==> config.mk <==
export PLATFORM = sky130hd
export DESIGN_NAME = square_motion_ctrl
export DESIGN_NICKNAME = d
export VERILOG_FILES = /design/src/rtl/square_motion_ctrl.sv
export SDC_FILE = /design/constraint.sdc
export NUM_CORES = 1
export LEC_CHECK = 0
export CORE_MARGIN = 4
export CORE_UTILIZATION = 35
export DETAILED_ROUTE_END_ITERATION = 16
export PLACE_DENSITY = 0.63
export SLEW_MARGIN = 5
export SYNTH_ARGS = -nofsm -noshare
export SYNTH_HDL_FRONTEND = slang
export SYNTH_SLANG_ARGS = --single-unit
==> constraint.sdc <==
create_clock -name clk_pix -period 6.5 [get_ports clk_pix]
set_input_delay 1.3 -clock clk_pix [delete_from_list [all_inputs] [get_ports clk_pix]]
set_output_delay 1.3 -clock clk_pix [all_outputs]
set_load 0.03 [all_outputs]
==> src/rtl/square_motion_ctrl.sv <==
// Bouncing-square animation controller: moves a SIZE x SIZE square once per
// FRAME_DIV frames during vertical blanking and flags pixels inside it.
module square_motion_ctrl #(
  parameter int CORDW     = 10,
  parameter int H_RES     = 640,
  parameter int V_RES     = 480,
  parameter int SIZE      = 200,
  parameter int X0        = 220,
  parameter int Y0        = 140,
  parameter int FRAME_DIV = 1
) (
  input  logic             clk_pix,
  input  logic             rst_pix,
  input  logic [CORDW-1:0] sx,
  input  logic [CORDW-1:0] sy,
  input  logic             run,
  input  logic [3:0]       speed,
  output logic [CORDW-1:0] qx,
  output logic [CORDW-1:0] qy,
  output logic             square,
  output logic             busy,
  output logic             frame_tick
);

  localparam int W   = CORDW + 1;
  localparam int FCW = (FRAME_DIV > 1) ? $clog2(FRAME_DIV) : 1;
  localparam logic [W-1:0]   X_MAX   = W'(H_RES - SIZE);
  localparam logic [W-1:0]   Y_MAX   = W'(V_RES - SIZE);
  localparam logic [FCW-1:0] FC_LAST = FCW'(FRAME_DIV - 1);

  typedef enum logic [1:0] {S_WAIT, S_CALC_X, S_CALC_Y, S_COMMIT} state_t;
  typedef enum logic {DIR_NEG = 1'b0, DIR_POS = 1'b1} dir_t;

  typedef struct packed {
    logic [CORDW-1:0] pos;
    dir_t             dir;
  } step_t;

  state_t           r_state, w_state_next;
  dir_t             r_dir_x, r_dir_y, r_ndx, r_ndy;
  logic [CORDW-1:0] r_qx, r_qy, r_nx, r_ny;
  logic [3:0]       r_spd;
  logic [FCW-1:0]   r_frame_cnt;
  logic             r_square, r_frame_tick;
  logic             w_strobe, w_advance, w_start, w_inside;
  step_t            w_step_x, w_step_y;

  // One axis of motion; sums are one bit wider than a coordinate so they never wrap.
  function automatic step_t bounce(input logic [CORDW-1:0] pos, input dir_t dir,
                                   input logic [3:0] spd, input logic [W-1:0] lim);
    step_t        w_res;
    logic [W-1:0] w_pos, w_spd, w_sum, w_diff;
    w_pos     = {1'b0, pos};
    w_spd     = W'(spd);
    w_sum     = w_pos + w_spd;
    w_diff    = w_pos - w_spd;
    w_res.pos = pos;
    w_res.dir = dir;
    if (spd != 4'd0) begin
      if (dir == DIR_POS) begin
        if (w_sum >= lim) begin
          w_res.pos = lim[CORDW-1:0];
          w_res.dir = DIR_NEG;
        end else begin
          w_res.pos = w_sum[CORDW-1:0];
        end
      end else begin
        if (w_pos <= w_spd) begin
          w_res.pos = '0;
          w_res.dir = DIR_POS;
        end else begin
          w_res.pos = w_diff[CORDW-1:0];
        end
      end
    end
    return w_res;
  endfunction

  assign w_strobe  = (sx == '0) && (sy == CORDW'(V_RES));
  assign w_advance = (r_state == S_WAIT) && w_strobe && run;
  assign w_start   = w_advance && (r_frame_cnt == FC_LAST);
  assign w_step_x  = bounce(r_qx, r_dir_x, r_spd, X_MAX);
  assign w_step_y  = bounce(r_qy, r_dir_y, r_spd, Y_MAX);

  assign w_inside = ({1'b0, sx} >= {1'b0, r_qx}) && ({1'b0, sx} < ({1'b0, r_qx} + W'(SIZE))) &&
                    ({1'b0, sy} >= {1'b0, r_qy}) && ({1'b0, sy} < ({1'b0, r_qy} + W'(SIZE)));

  // NOTE: sequential state uses non-blocking assignments so every register
  // samples pre-edge values regardless of block ordering.
  always_ff @(posedge clk_pix) begin
    if (rst_pix) r_state <= S_WAIT;
    else         r_state <= w_state_next;
  end

  // NOTE: default assigned first so no path through the case infers a latch.
  always_comb begin
    w_state_next = r_state;
    case (r_state)
      S_WAIT:   if (w_start) w_state_next = S_CALC_X;
      S_CALC_X: w_state_next = S_CALC_Y;
      S_CALC_Y: w_state_next = S_COMMIT;
      S_COMMIT: w_state_next = S_WAIT;
      default:  w_state_next = S_WAIT;
    endcase
  end

  always_ff @(posedge clk_pix) begin
    if (rst_pix) begin
      r_qx         <= CORDW'(X0);
      r_qy         <= CORDW'(Y0);
      r_dir_x      <= DIR_POS;
      r_dir_y      <= DIR_POS;
      r_nx         <= '0;
      r_ny         <= '0;
      r_ndx        <= DIR_POS;
      r_ndy        <= DIR_POS;
      r_spd        <= '0;
      r_frame_cnt  <= '0;
      r_square     <= 1'b0;
      r_frame_tick <= 1'b0;
    end else begin
      r_square     <= w_inside;
      r_frame_tick <= (r_state == S_COMMIT);
      if (w_advance) r_frame_cnt <= w_start ? '0 : r_frame_cnt + 1'b1;
      if (w_start)   r_spd <= speed;
      if (r_state == S_CALC_X) begin
        r_nx  <= w_step_x.pos;
        r_ndx <= w_step_x.dir;
      end
      if (r_state == S_CALC_Y) begin
        r_ny  <= w_step_y.pos;
        r_ndy <= w_step_y.dir;
      end
      // Position only changes here, well inside blanking.
      if (r_state == S_COMMIT) begin
        r_qx    <= r_nx;
        r_qy    <= r_ny;
        r_dir_x <= r_ndx;
        r_dir_y <= r_ndy;
      end
    end
  end

  assign qx         = r_qx;
  assign qy         = r_qy;
  assign square     = r_square;
  assign busy       = (r_state != S_WAIT);
  assign frame_tick = r_frame_tick;

endmodule

## Word-level counts from Yosys, hierarchy flattened

Index checks and enable logic that the tools add are counted.
W data, S select, Z words.

- Logic and storage cells: 60
- Flip-flop bits (word level): 53
- Output and inout port bits: 23
- Bits of input ports: 27

- $lt $le $gt $ge: 8
- Eq/ne operators: 5
- Bitwise gates (word level): 1
- Multiplexer cells: 15
- Add/subtract/negate cells: 7
- Reduce and logical (&&, ||, !) cells: 11

Operators with widths:

| kind | count |
|---|---|
| $mux W11 | 4 |
| $mux W10 | 4 |
| $add A10 B4 Y11 | 2 |
| $add A10 B8 Y11 const B | 2 |
| $ge A11 B9 Y1 const B | 2 |
| $lt A10 B11 Y1 | 2 |
| $ge A10 B10 Y1 | 2 |
| $le A10 B4 Y1 | 2 |
| $sub A10 B4 Y10 | 2 |
| $eq A10 B9 Y1 const B | 1 |
| $logic_not A10 Y1 | 1 |
| $pmux W2 S4 | 1 |
| $logic_and A1 B1 Y1 | 7 |
| $mux W1 | 5 |
| $eq A2 B2 Y1 const B | 2 |
| $reduce_bool A4 Y1 | 1 |
| $eq A2 B1 Y1 const B | 1 |
| $logic_not A2 Y1 | 1 |
| $mux W2 | 1 |
| $ne A2 B2 Y1 const B | 1 |
| $reduce_bool A2 Y1 | 1 |
| $add A1 B1 Y1 const B | 1 |
| $not A1 Y1 | 1 |

## Depth between registers and ports, before layout

Gate-level depths: netlist of the first run.

- Depth after elaboration: 7
- Gate-level depth with buffers: 12
- Mapped depth without buffers: 11

## Least setup slack after synthesis of the first run

No wires, ideal clock.

- Path kind: in2reg
- Start: input port sx[3]
- End: register r_state[1]
- Path slack: 3.604 ns
- Required time: 6.372 ns
- Stages: 7
- Library setup time: 0.128 ns
- Arrival: 2.768 ns
- Path buffers: 1
- Cell sequence: or4_1 -> nor4_1 -> nor2b_1 -> buf_2 -> nand2b_1 -> mux2i_1 -> nor2_1

- Longest elaborated chain between the ends: 6

Ends and longest elaborated chain:

| what | line | text |
|---|---|---|
| from (decl) | 14 | `input logic [CORDW-1:0] sx,` |
| $logic_not A10 Y1 | 79 | `assign w_strobe = (sx == '0) && (sy == CORDW'(V_RES));` |
| $logic_and A1 B1 Y1 | 79 |  |
| $logic_and A1 B1 Y1 (2 in a row) | 80 | `assign w_advance = (r_state == S_WAIT) && w_strobe && run;` |
| $logic_and A1 B1 Y1 | 81 | `assign w_start = w_advance && (r_frame_cnt == FC_LAST);` |
| $ne A2 B2 Y1 (no source line) | -- |  |
| to (signal assigned) | 92 | `else r_state <= w_state_next;` |
| to (decl) | 39 | `state_t r_state, w_state_next;` |

Every way passes these cells.
A chain may end at the register's enable or synchronous reset.

## Worst setup path after layout of the first run

- Start: input port sy[3]
- End: register r_state[1]

- Longest elaborated chain between the ends: 6

Ends and longest elaborated chain:

| what | line | text |
|---|---|---|
| from (decl) | 15 | `input logic [CORDW-1:0] sy,` |
| $eq A10 B9 Y1 | 79 |  |
| $logic_and A1 B1 Y1 | 79 |  |
| $logic_and A1 B1 Y1 (2 in a row) | 80 |  |
| $logic_and A1 B1 Y1 | 81 |  |
| $ne A2 B2 Y1 (no source line) | -- |  |

Every way passes these cells.

==> results.ini, run 1 <==
[final_layout]
num_antenna_cells = 0
drive_gt1_frac = 0.0539
multi_input_area_sq_um = 3410
seqCellArea_sq_um = 1060
fillers = 1343
stdcell_area_sq_um = 5590
final_nets = 718
utilization = 0.417
area_growth_pct = 15.6

[place]
port_buffers = 49
dp.final_hpwl_microns = 10700
placed_area_sq_um = 5400
gp_congestion = 0.926
post-place-ws_ps = 2580

[critical_path]
cp-start-kind = primary input
r2r_start = r_spd[3]
arrival_ps = 3760
critPathSlowestCell = nor2b_1
critPathMaxStageDelay_ps = 560
crit_buf_inv = 1
critPathLaunch = sy[3]
crit_fanout = 5
cp-end-kind = register
required_ps = 6670
path_delay_family = simple AND/OR/NAND/NOR gates
crit_chain = clkdlybuf4s50_1, nor4b_1, nand4_1, nor4_1, nor2b_1, nand2b_1, mux2i_1, nor2_1
critPathKind = in -> reg

[floorplanning]
design.core.area_sq_um = 13400
die_w_microns = 126
die-area_sq_um = 15800
fp-row-count = 42
ios = 50
initial_core_util = 0.361
die-height_microns = 126

[route]
drc_errors = 0
drt_iter0_drc = 436
routedWlPerCell_microns = 18.0
routed_wl_microns = 14500
drtAntennaViolNets = 0
dr.pass1.iters = 5
num_vias = 4712
routed_via_density = 5.84

[synth]
ys_types = 85
ys_seq_elements = 53
yosysTopAreaCell = dfxtp_1
yosysTopAreaCellShare = 0.219
synth_xor_area_frac = 0.0435
netlist_area_sq_um = 4840
synth-compound-area-share = 0.252
synthSimpleGateAreaFrac = 0.197
synth_fp_nets = 696
synth_top_family_by_area = compound AO/OA/AOI/OAI gates
synth_cells = 608
yosys_most_used_dff = dfxtp_1
synth_seq_area_share = 0.219
synth_fa_ha_area_frac = 0.164
synthArstFlopShare = 0
synthTopCellsByArea = dfxtp_1, ha_1, a21oi_1
avgSynthCellArea_sq_um = 7.95
synth_edf_count = 0
yosys_warnings = 0
synth_mux_area_frac = 0.0479

[timing]
setup_slack_ps = 2910
timing.final.crit_share = 0.552
period_needed_ps = 3590
fmax_mhz = 279
setup_viol = 0
whs_ps = 451
fin_worst_skew_ps = 4.36
slew_violations = 0
maxSlewHeadroom = 0.478
rsz0062_at_grt = no
worst_pin_slew_ps = 763
fin_tns_setup_ps = 0
hold_viol = 0

[clock_network]
postCtsResizedCells = 0
cts_sinks = 53
cts_inserted_buffers = 5
hold_buffers = 0
cts.htree.levels = 2
clock_path_buffers = 2
post_cts_buffers = 0
clk_latency_ps = 300
cts_tree = done
clk_pin_slew_ps = 70
clockRootBuffer = clkbuf_16

[pwr]
irDropWorstVdd_mv = 0.0828
power.density_nw_per_um2 = 151
p_leak_uw = 0.00206

[hold_path]
min_path_type = reg -> reg
hold_start = r_nx[8]

[grt]
grt_pass1_vias = 4538
grt_pass1_wl_microns = 23600
grt_usage = 0.182
antenna_found_initial = 0
grt_max_degree = 44
grt_overflow = 0

[run_status]
status = completed

[run]
drv_cap = 0

## cell families (layout without fill, tap and decap cells)
logic type,after synthesis,in the layout
AO/OA/AOI/OAI,176,176
XOR/XNOR,24,24
adder cells (fa/ha/maj),61,61
buffers and inverters,87,110
flip-flops,53,53
multiplexers,23,23
AND/OR/NAND/NOR,184,184
## synth_stat cells, types with 3 or more instances
cell	count
a2111oi_0	4
a211o_1	4
a211oi_1	10
a21o_1	8
a21oi_1	44
a221oi_1	4
a311oi_1	5
a31oi_1	8
buf_2	7
buf_6	3
clkbuf_1	26
clkinv_1	3
dfxtp_1	53
fa_1	4
ha_1	57
inv_1	45
mux2i_1	22
nand2_1	39
nand2b_1	9
nand3_1	15
nand4_1	8
nor2_1	55
nor2b_1	7
nor3_1	9
nor4_1	7
o211ai_1	14
o21ai_0	29
o221ai_1	6
o31ai_1	4
o41ai_1	3
or3_1	5
or4_1	5
xnor2_1	23
## worst paths after layout
kind,to,slack (ps),cells past startpoint
worst max register to register,r_ny[6],3140,8
worst max-delay path,r_state[1],2910,8
worst min-delay path,r_nx[8],450,2
worst min register to register,r_nx[8],450,2
## through the flow
| stage | instances | total power (uW) |
|---|---|---|
| floorplan | 608 | 455 |
| global placement | 799 | 499 |
| detailed placement | 799 | 505 |
| CTS | 807 | 850 |
| global route | 807 | 882 |
| finish | 807 | 844 |
## tightest hold or removal path, stage by stage, from the launching register on
cell,delay (ps)
dfxtp_1,310
nand2_1,50
a21oi_1,50
## cell usage in the layout (no fill, tap or decap), types with 5 or more instances in the layout
cell type,synthesis,final
nor3_1,9,9
nand2_1,39,39
mux2i_1,22,22
a21oi_1,44,44
o211ai_1,14,14
a21o_1,8,8
ha_1,57,57
or4_1,5,5
inv_1,45,45
nor2b_1,7,7
a211oi_1,10,10
or3_1,5,5
clkdlybuf4s50_1,0,49
nand4_1,8,8
a311oi_1,5,5
xnor2_1,23,23
dfxtp_1,53,53
nor2_1,55,55
a31oi_1,8,8
o21ai_0,29,29
nand3_1,15,15
clkbuf_16,0,5
o221ai_1,6,6
nor4_1,7,6
nand2b_1,9,9
## where the power goes
part,switching (uW),internal (uW),leakage (uW),total [uW]
Combinational,74.9,63.1,0.00153,138
Sequential,13.5,347,0.000428,360
Clock,126,220,0.0000938,346
## area by class of cell
cell class	count	share of cell area
Sequential cell	53	0.190
Timing Repair Buffer	53	0.0931
Multi-Input combinational cell	468	0.611
Clock inverter	3	0.0116
Tap cell	176	0.0394
Clock buffer	5	0.0224
Inverter	49	0.0329
## flip-flops by register name (all words and copies together) (netlist names)
name,flops
r_ndx,1
r_spd,4
r_nx,10
frame_tick,1
r_ndy,1
r_frame_cnt,1
r_dir_y,1
qx,10
r_ny,10
square,1
qy,10
r_dir_x,1
r_state,2
## layer usage
layer	vias up	wire length, microns	global-route usage	part of all wire
met4	0	303	0.0517	0.021
met1	2203	6570	0.248	0.45
met3	27	1240	0.0371	0.085
li1	2265	-	-	-
met2	217	6400	0.290	0.44
met5	-	0	0	0
Power figures use the tool's default switching activity.
==> inputs of run 2 (changes only) <==
--- a/config.mk
+++ b/config.mk
@@ -8,7 +8,7 @@
 export CORE_MARGIN = 4
 export CORE_UTILIZATION = 35
 export DETAILED_ROUTE_END_ITERATION = 16
-export PLACE_DENSITY = 0.63
+export PLACE_DENSITY = 0.65
 export SLEW_MARGIN = 5
 export SYNTH_ARGS = -nofsm -noshare
 export SYNTH_HDL_FRONTEND = slang
==> constraint.sdc (replaced) <==
create_clock -name clk_pix -period 3 [get_ports clk_pix]
set_input_delay 0.6 -clock clk_pix [delete_from_list [all_inputs] [get_ports clk_pix]]
set_output_delay 0.6 -clock clk_pix [all_outputs]
set_load 0.03 [all_outputs]
==> run 2 against run 1 <==
  * Sequential power is 120% higher
  * Total power is 110% higher
  * Count of clock-buffer cells in the layout is 1 higher
  * Critical path depth is 1 higher
  * Register-to-register slack worse by 2900 ps
  * Critical endpoint is now r_nx[5]
  * Largest power group unchanged
  * Hold slack better by 11 ps
  * Largest cell class unchanged
  * Non-clock buffer count is 25 higher
  * Combinational power is 120% higher
  * Wire length is 2.6% lower
  * Sequential share of layout area is 0.59 points lower
==> results.ini, run 2 (synthesis results as in run 1) <==
[run_status]
status = completed

[clock_network]
cts_tree = done
cts_inserted_buffers = 5  ; unchanged
post_cts_buffers = 0  ; unchanged
cts_sinks = 53  ; unchanged
clockRootBuffer = clkbuf_16
clock_path_buffers = 2  ; unchanged
clk_latency_ps = 290  ; about the same
postCtsResizedCells = 0  ; unchanged
clk_pin_slew_ps = 70  ; about the same
cts.htree.levels = 2  ; unchanged
hold_buffers = 0  ; unchanged

[timing]
fin_tns_setup_ps = 0  ; unchanged
setup_slack_ps = 211  ; -2700 ps
period_needed_ps = 2790
slew_violations = 0  ; unchanged
hold_viol = 0  ; unchanged
rsz0062_at_grt = no
setup_viol = 0  ; unchanged
fmax_mhz = 359
worst_pin_slew_ps = 514  ; -249 ps
maxSlewHeadroom = 0.654  ; +0.176
fin_worst_skew_ps = 4.33  ; -0.0355 ps
timing.final.crit_share = 0.930

[place]
dp.final_hpwl_microns = 11000  ; +3.3%
port_buffers = 49  ; unchanged
post-place-ws_ps = 172  ; -2410 ps
gp_congestion = 0.942  ; +1.7%
placed_cells = 824  ; +3.1%

[final_layout]
final_cell_mix = ha_1, nor2_1, dfxtp_1, clkdlybuf4s50_1, inv_1
area_growth_pct = 19.3
utilization = 0.431  ; +0.0134
seqCellArea_sq_um = 1060  ; unchanged
layout_commonest_cell = ha_1
multi_input_area_sq_um = 3430  ; +0.44%
drive_gt1_frac = 0.0930  ; +0.0391
stdcell_count = 832  ; +3.1%
fillers = 1317  ; -1.9%
num_antenna_cells = 0  ; unchanged
final_nets = 743  ; +3.5%

[critical_path]
critPathKind = reg -> reg
required_ps = 3180  ; -3490 ps
r2r_start = r_spd[0]
critPathLaunch = r_spd[0]
path_depth = 9  ; +1
r2r_end = r_nx[5]
cp-endpoint = r_nx[5]
rrSetupSlack_ps = 210  ; -2930 ps
crit_fanout = 7  ; +2
path_delay_family = compound AO/OA/AOI/OAI gates
cp-start-kind = register
cp-end-kind = register
crit_chain = ha_1, fa_1, or2b_2, and2_1, a211oi_1, o41ai_1, a21oi_1, o311a_1, o221a_1
critPathSlowestCell = fa_1
arrival_ps = 2970  ; -790 ps
crit_buf_inv = 0  ; -1
critPathMaxStageDelay_ps = 410  ; -150 ps
reg2regPathDepth = 9  ; +1

[route]
routedWlPerCell_microns = 17.0  ; -5.5%
drt_iter0_drc = 275  ; -37%
routed_wl_microns = 14100  ; -2.6%
routed_via_density = 5.64  ; -3.4%
drc_errors = 0  ; unchanged
drtAntennaViolNets = 0  ; unchanged
dr.pass1.iters = 7  ; +2
num_vias = 4692  ; -0.42%

[pwr]
total_power_uw = 1750  ; +110%
p_leak_uw = 0.00218  ; +5.8%
power.density_nw_per_um2 = 303  ; +100%
irDropWorstVdd_mv = 0.181  ; +120%

[floorplanning]
fp-row-count = 42  ; unchanged
die_w_microns = 126  ; unchanged
ios = 50  ; unchanged
design.core.area_sq_um = 13400  ; unchanged
die-height_microns = 126  ; unchanged
die-area_sq_um = 15800  ; unchanged
initial_core_util = 0.361  ; unchanged

[run]
drv_cap = 0  ; unchanged

[grt]
antenna_found_initial = 0  ; unchanged
grt_max_degree = 30  ; -32%
grt_usage = 0.174  ; -0.00729
grt_pass1_vias = 4595  ; +1.3%
grt_overflow = 0  ; unchanged
grt_pass1_wl_microns = 22900  ; -2.9%

[hold_path]
hold_start = r_nx[8]
min_path_type = reg -> reg

==> run 2: cell type report <==
cell class	instances	share of cell area
multi-input cells	468	0.594
flip-flops and latches	53	0.184
repair buffers	78	0.123
well taps	176	0.0382
inverters	49	0.0319
clock buffers	6	0.0223
clock inverters	2	0.00672
==> run 2: report_power, final <==
part / internal, uW / total, uW / switching [uW]
logic: 141 / 303 / 162
registers: 751 / 783 / 31.4
clock network: 396 / 663 / 267
==> run 2: worst min path at each step <==
stage               endpoint  slack (ps)  depth (start not counted)
floorplan            r_nx[8]         430                          2
detailed placement   r_nx[6]         450                          2
CTS                  r_nx[8]         460                          2
global placement     r_nx[6]         440                          2
global route         r_nx[8]         500                          2
finish               r_nx[8]         460                          2
==> run 2: metal layers <==
metal  up-vias  share of wire  GRT usage
li1       2308              -          -
met1      2219           0.48      0.249
met2       155           0.44      0.272
met3        10          0.071     0.0333
met4         0         0.0096     0.0402
met5         -              0          0
==> run 2: metrics by stage <==
stage          hold WS [ps]  instance area (sq um)
2_1_floorplan           432                   4840
3_5_place_dp            450                   5590
3_3_place_gp            444                   5590
6_report                462                   5770
4_1_cts                 459                   5750
5_1_grt                 497                   5770
==> run 2: tightest hold or removal path: stages (launching register included) <==
cell and delay [ps]:
dfxtp_1 320, nand2_1 50, a21oi_1 50
==> inputs of run 3 (changes only) <==
--- a/config.mk
+++ b/config.mk
@@ -9,6 +9,7 @@
 export CORE_UTILIZATION = 35
 export DETAILED_ROUTE_END_ITERATION = 16
 export PLACE_DENSITY = 0.65
+export REMOVE_ABC_BUFFERS = 1
 export SLEW_MARGIN = 5
 export SYNTH_ARGS = -nofsm -noshare
 export SYNTH_HDL_FRONTEND = slang
==> run 3 against run 2 <==
  * Clock skew grew 2.9 ps
  * Setup slack lost 88 ps
  * Sequential share of layout area is essentially flat
  * Cell count grew 0.24%
  * First-iteration DRC count grew 56%
  * Largest cell class unchanged
  * Fmax shrank 3.1%
  * Clock power grew 2%
  * Die area is the same
  * Cell area grew 0.24%
  * Critical path depth is the same
  * Critical endpoint is now r_ny[6]
  * Sequential power is essentially flat
  * Count of clock-buffer cells in the layout shrank 1
==> results.ini, run 3 (synthesis results as in run 1) <==
[run]
drv_cap = 0  ; unchanged

[final_layout]
stdcell_area_sq_um = 5780  ; +0.24%
final_nets = 745  ; +0.27%
area_growth_pct = 19.6
utilization = 0.432  ; +0.00103
drive_gt1_frac = 0.0927  ; -0.000283
num_antenna_cells = 0  ; unchanged
final_cell_mix = ha_1, nor2_1, dfxtp_1, clkdlybuf4s50_1, inv_1
layout_commonest_cell = ha_1

[hold_path]
min_to = r_nx[8]
hold_start = r_nx[8]
hold_path_depth = 2  ; unchanged
min_path_type = reg -> reg

[critical_path]
critPathLaunch = r_spd[2]
arrival_ps = 3060  ; +90 ps
critPathMaxStageDelay_ps = 400  ; about the same
cp-start-kind = register
r2r_start = r_spd[2]
cp-end-kind = register
r2r_end = r_ny[6]
reg2regPathDepth = 9  ; unchanged
critPathSlowestCell = ha_1
critPathKind = reg -> reg
crit_chain = inv_1, ha_1, nand2b_4, a21oi_4, o21ai_0, a211o_1, o21ai_2, nand3_1, a221oi_1
required_ps = 3180  ; about the same
crit_fanout = 9  ; +2
rrSetupSlack_ps = 120  ; -90 ps

[floorplanning]
die-height_microns = 126  ; unchanged
die_w_microns = 126  ; unchanged
fp-row-count = 42  ; unchanged
ios = 50  ; unchanged
die-area_sq_um = 15800  ; unchanged
initial_core_util = 0.361  ; unchanged
design.core.area_sq_um = 13400  ; unchanged

[route]
routed_wl_microns = 15000  ; +6.1%
drtAntennaViolNets = 0  ; unchanged
dr.pass1.iters = 5  ; -2
routedWlPerCell_microns = 18.0  ; +5.8%
routed_via_density = 5.79  ; +2.8%
drt_iter0_drc = 428  ; +56%
drc_errors = 0  ; unchanged
num_vias = 4833  ; +3.0%

[grt]
grt_usage = 0.184  ; +0.0101
grt_pass1_wl_microns = 24100  ; +5.0%
grt_overflow = 0  ; unchanged
grt_pass1_vias = 4646  ; +1.1%
grt_max_degree = 42  ; +40%
antenna_found_initial = 0  ; unchanged

[clock_network]
clockRootBuffer = clkbuf_16
clk_latency_ps = 290  ; about the same
postCtsResizedCells = 0  ; unchanged
cts_sinks = 53  ; unchanged
clk_pin_slew_ps = 70  ; about the same
post_cts_buffers = 0  ; unchanged
clock_path_buffers = 2  ; unchanged
cts_inserted_buffers = 5  ; unchanged
cts.htree.levels = 2  ; unchanged
cts_tree = done
hold_buffers = 0  ; unchanged

[timing]
slew_violations = 0  ; unchanged
setup_viol = 0  ; unchanged
rsz0062_at_grt = no
fmax_mhz = 348  ; -3.1%
fin_worst_skew_ps = 7.26  ; +2.94 ps
maxSlewHeadroom = 0.493  ; -0.160
timing.final.crit_share = 0.959  ; +0.0294
fin_tns_setup_ps = 0  ; unchanged
hold_viol = 0  ; unchanged
period_needed_ps = 2880  ; +88.2 ps
worst_pin_slew_ps = 760  ; +246 ps

[pwr]
p_leak_uw = 0.00219  ; +0.70%
irDropWorstVdd_mv = 0.193  ; +6.6%
power.density_nw_per_um2 = 306  ; +0.90%
total_power_uw = 1770  ; +1.1%

[place]
dp.final_hpwl_microns = 11600  ; +5.3%
gp_congestion = 0.963  ; +2.2%
placed_area_sq_um = 5610  ; +0.49%
port_buffers = 49  ; unchanged

[run_status]
status = completed

[run 3: where the power goes]
| group | switching (uW) | total (uW) | internal [uW] |
|---|---|---|---|
| clock network | 278 | 674 | 396 |
| registers | 29.7 | 781 | 751 |
| logic | 172 | 315 | 142 |
[run 3: through the flow]
| stage | instances | hold WS [ps] | setup WS, ps |
|---|---|---|---|
| 2_1_floorplan | 570 | 425 | -377 |
| 3_3_place_gp | 826 | 442 | 283 |
| 3_5_place_dp | 826 | 445 | 233 |
| 4_1_cts | 834 | 456 | 226 |
| 5_1_grt | 834 | 480 | 1.47 |
| 6_report | 834 | 455 | 123 |
[run 3: per-layer routing]
metal | part of all wire | GRT usage
met1 | 0.43 | 0.243
met5 | 0 | 0
met3 | 0.058 | 0.0260
met4 | 0.028 | 0.0593
met2 | 0.48 | 0.311
[run 3: layout make-up]
class | instances | area (sq um)
fillers | 1335 | 7620
well taps | 176 | 220
clock buffers | 5 | 125
multi-input cells | 468 | 3410
clock inverters | 3 | 43.8
flip-flops and latches | 53 | 1060
repair buffers | 80 | 736
inverters | 49 | 184
[run 3: worst max path at each step]
stage / endpoint / slack [ps]
after floorplan: r_ny[4] / -380
after global placement: square / 280
after detailed placement: r_state[1] / 230
after CTS: r_ny[2] / 230
after global routing: r_ny[2] / 1
final: r_ny[6] / 120
[run 3: worst max-delay path, delay by kind of cell, from the launching register on]
kind	cells	cell delay, ps
fa+ha+maj	1	400
buf+inv	1	70
flops	1	330
simple gates	2	500
compound gates	5	1470
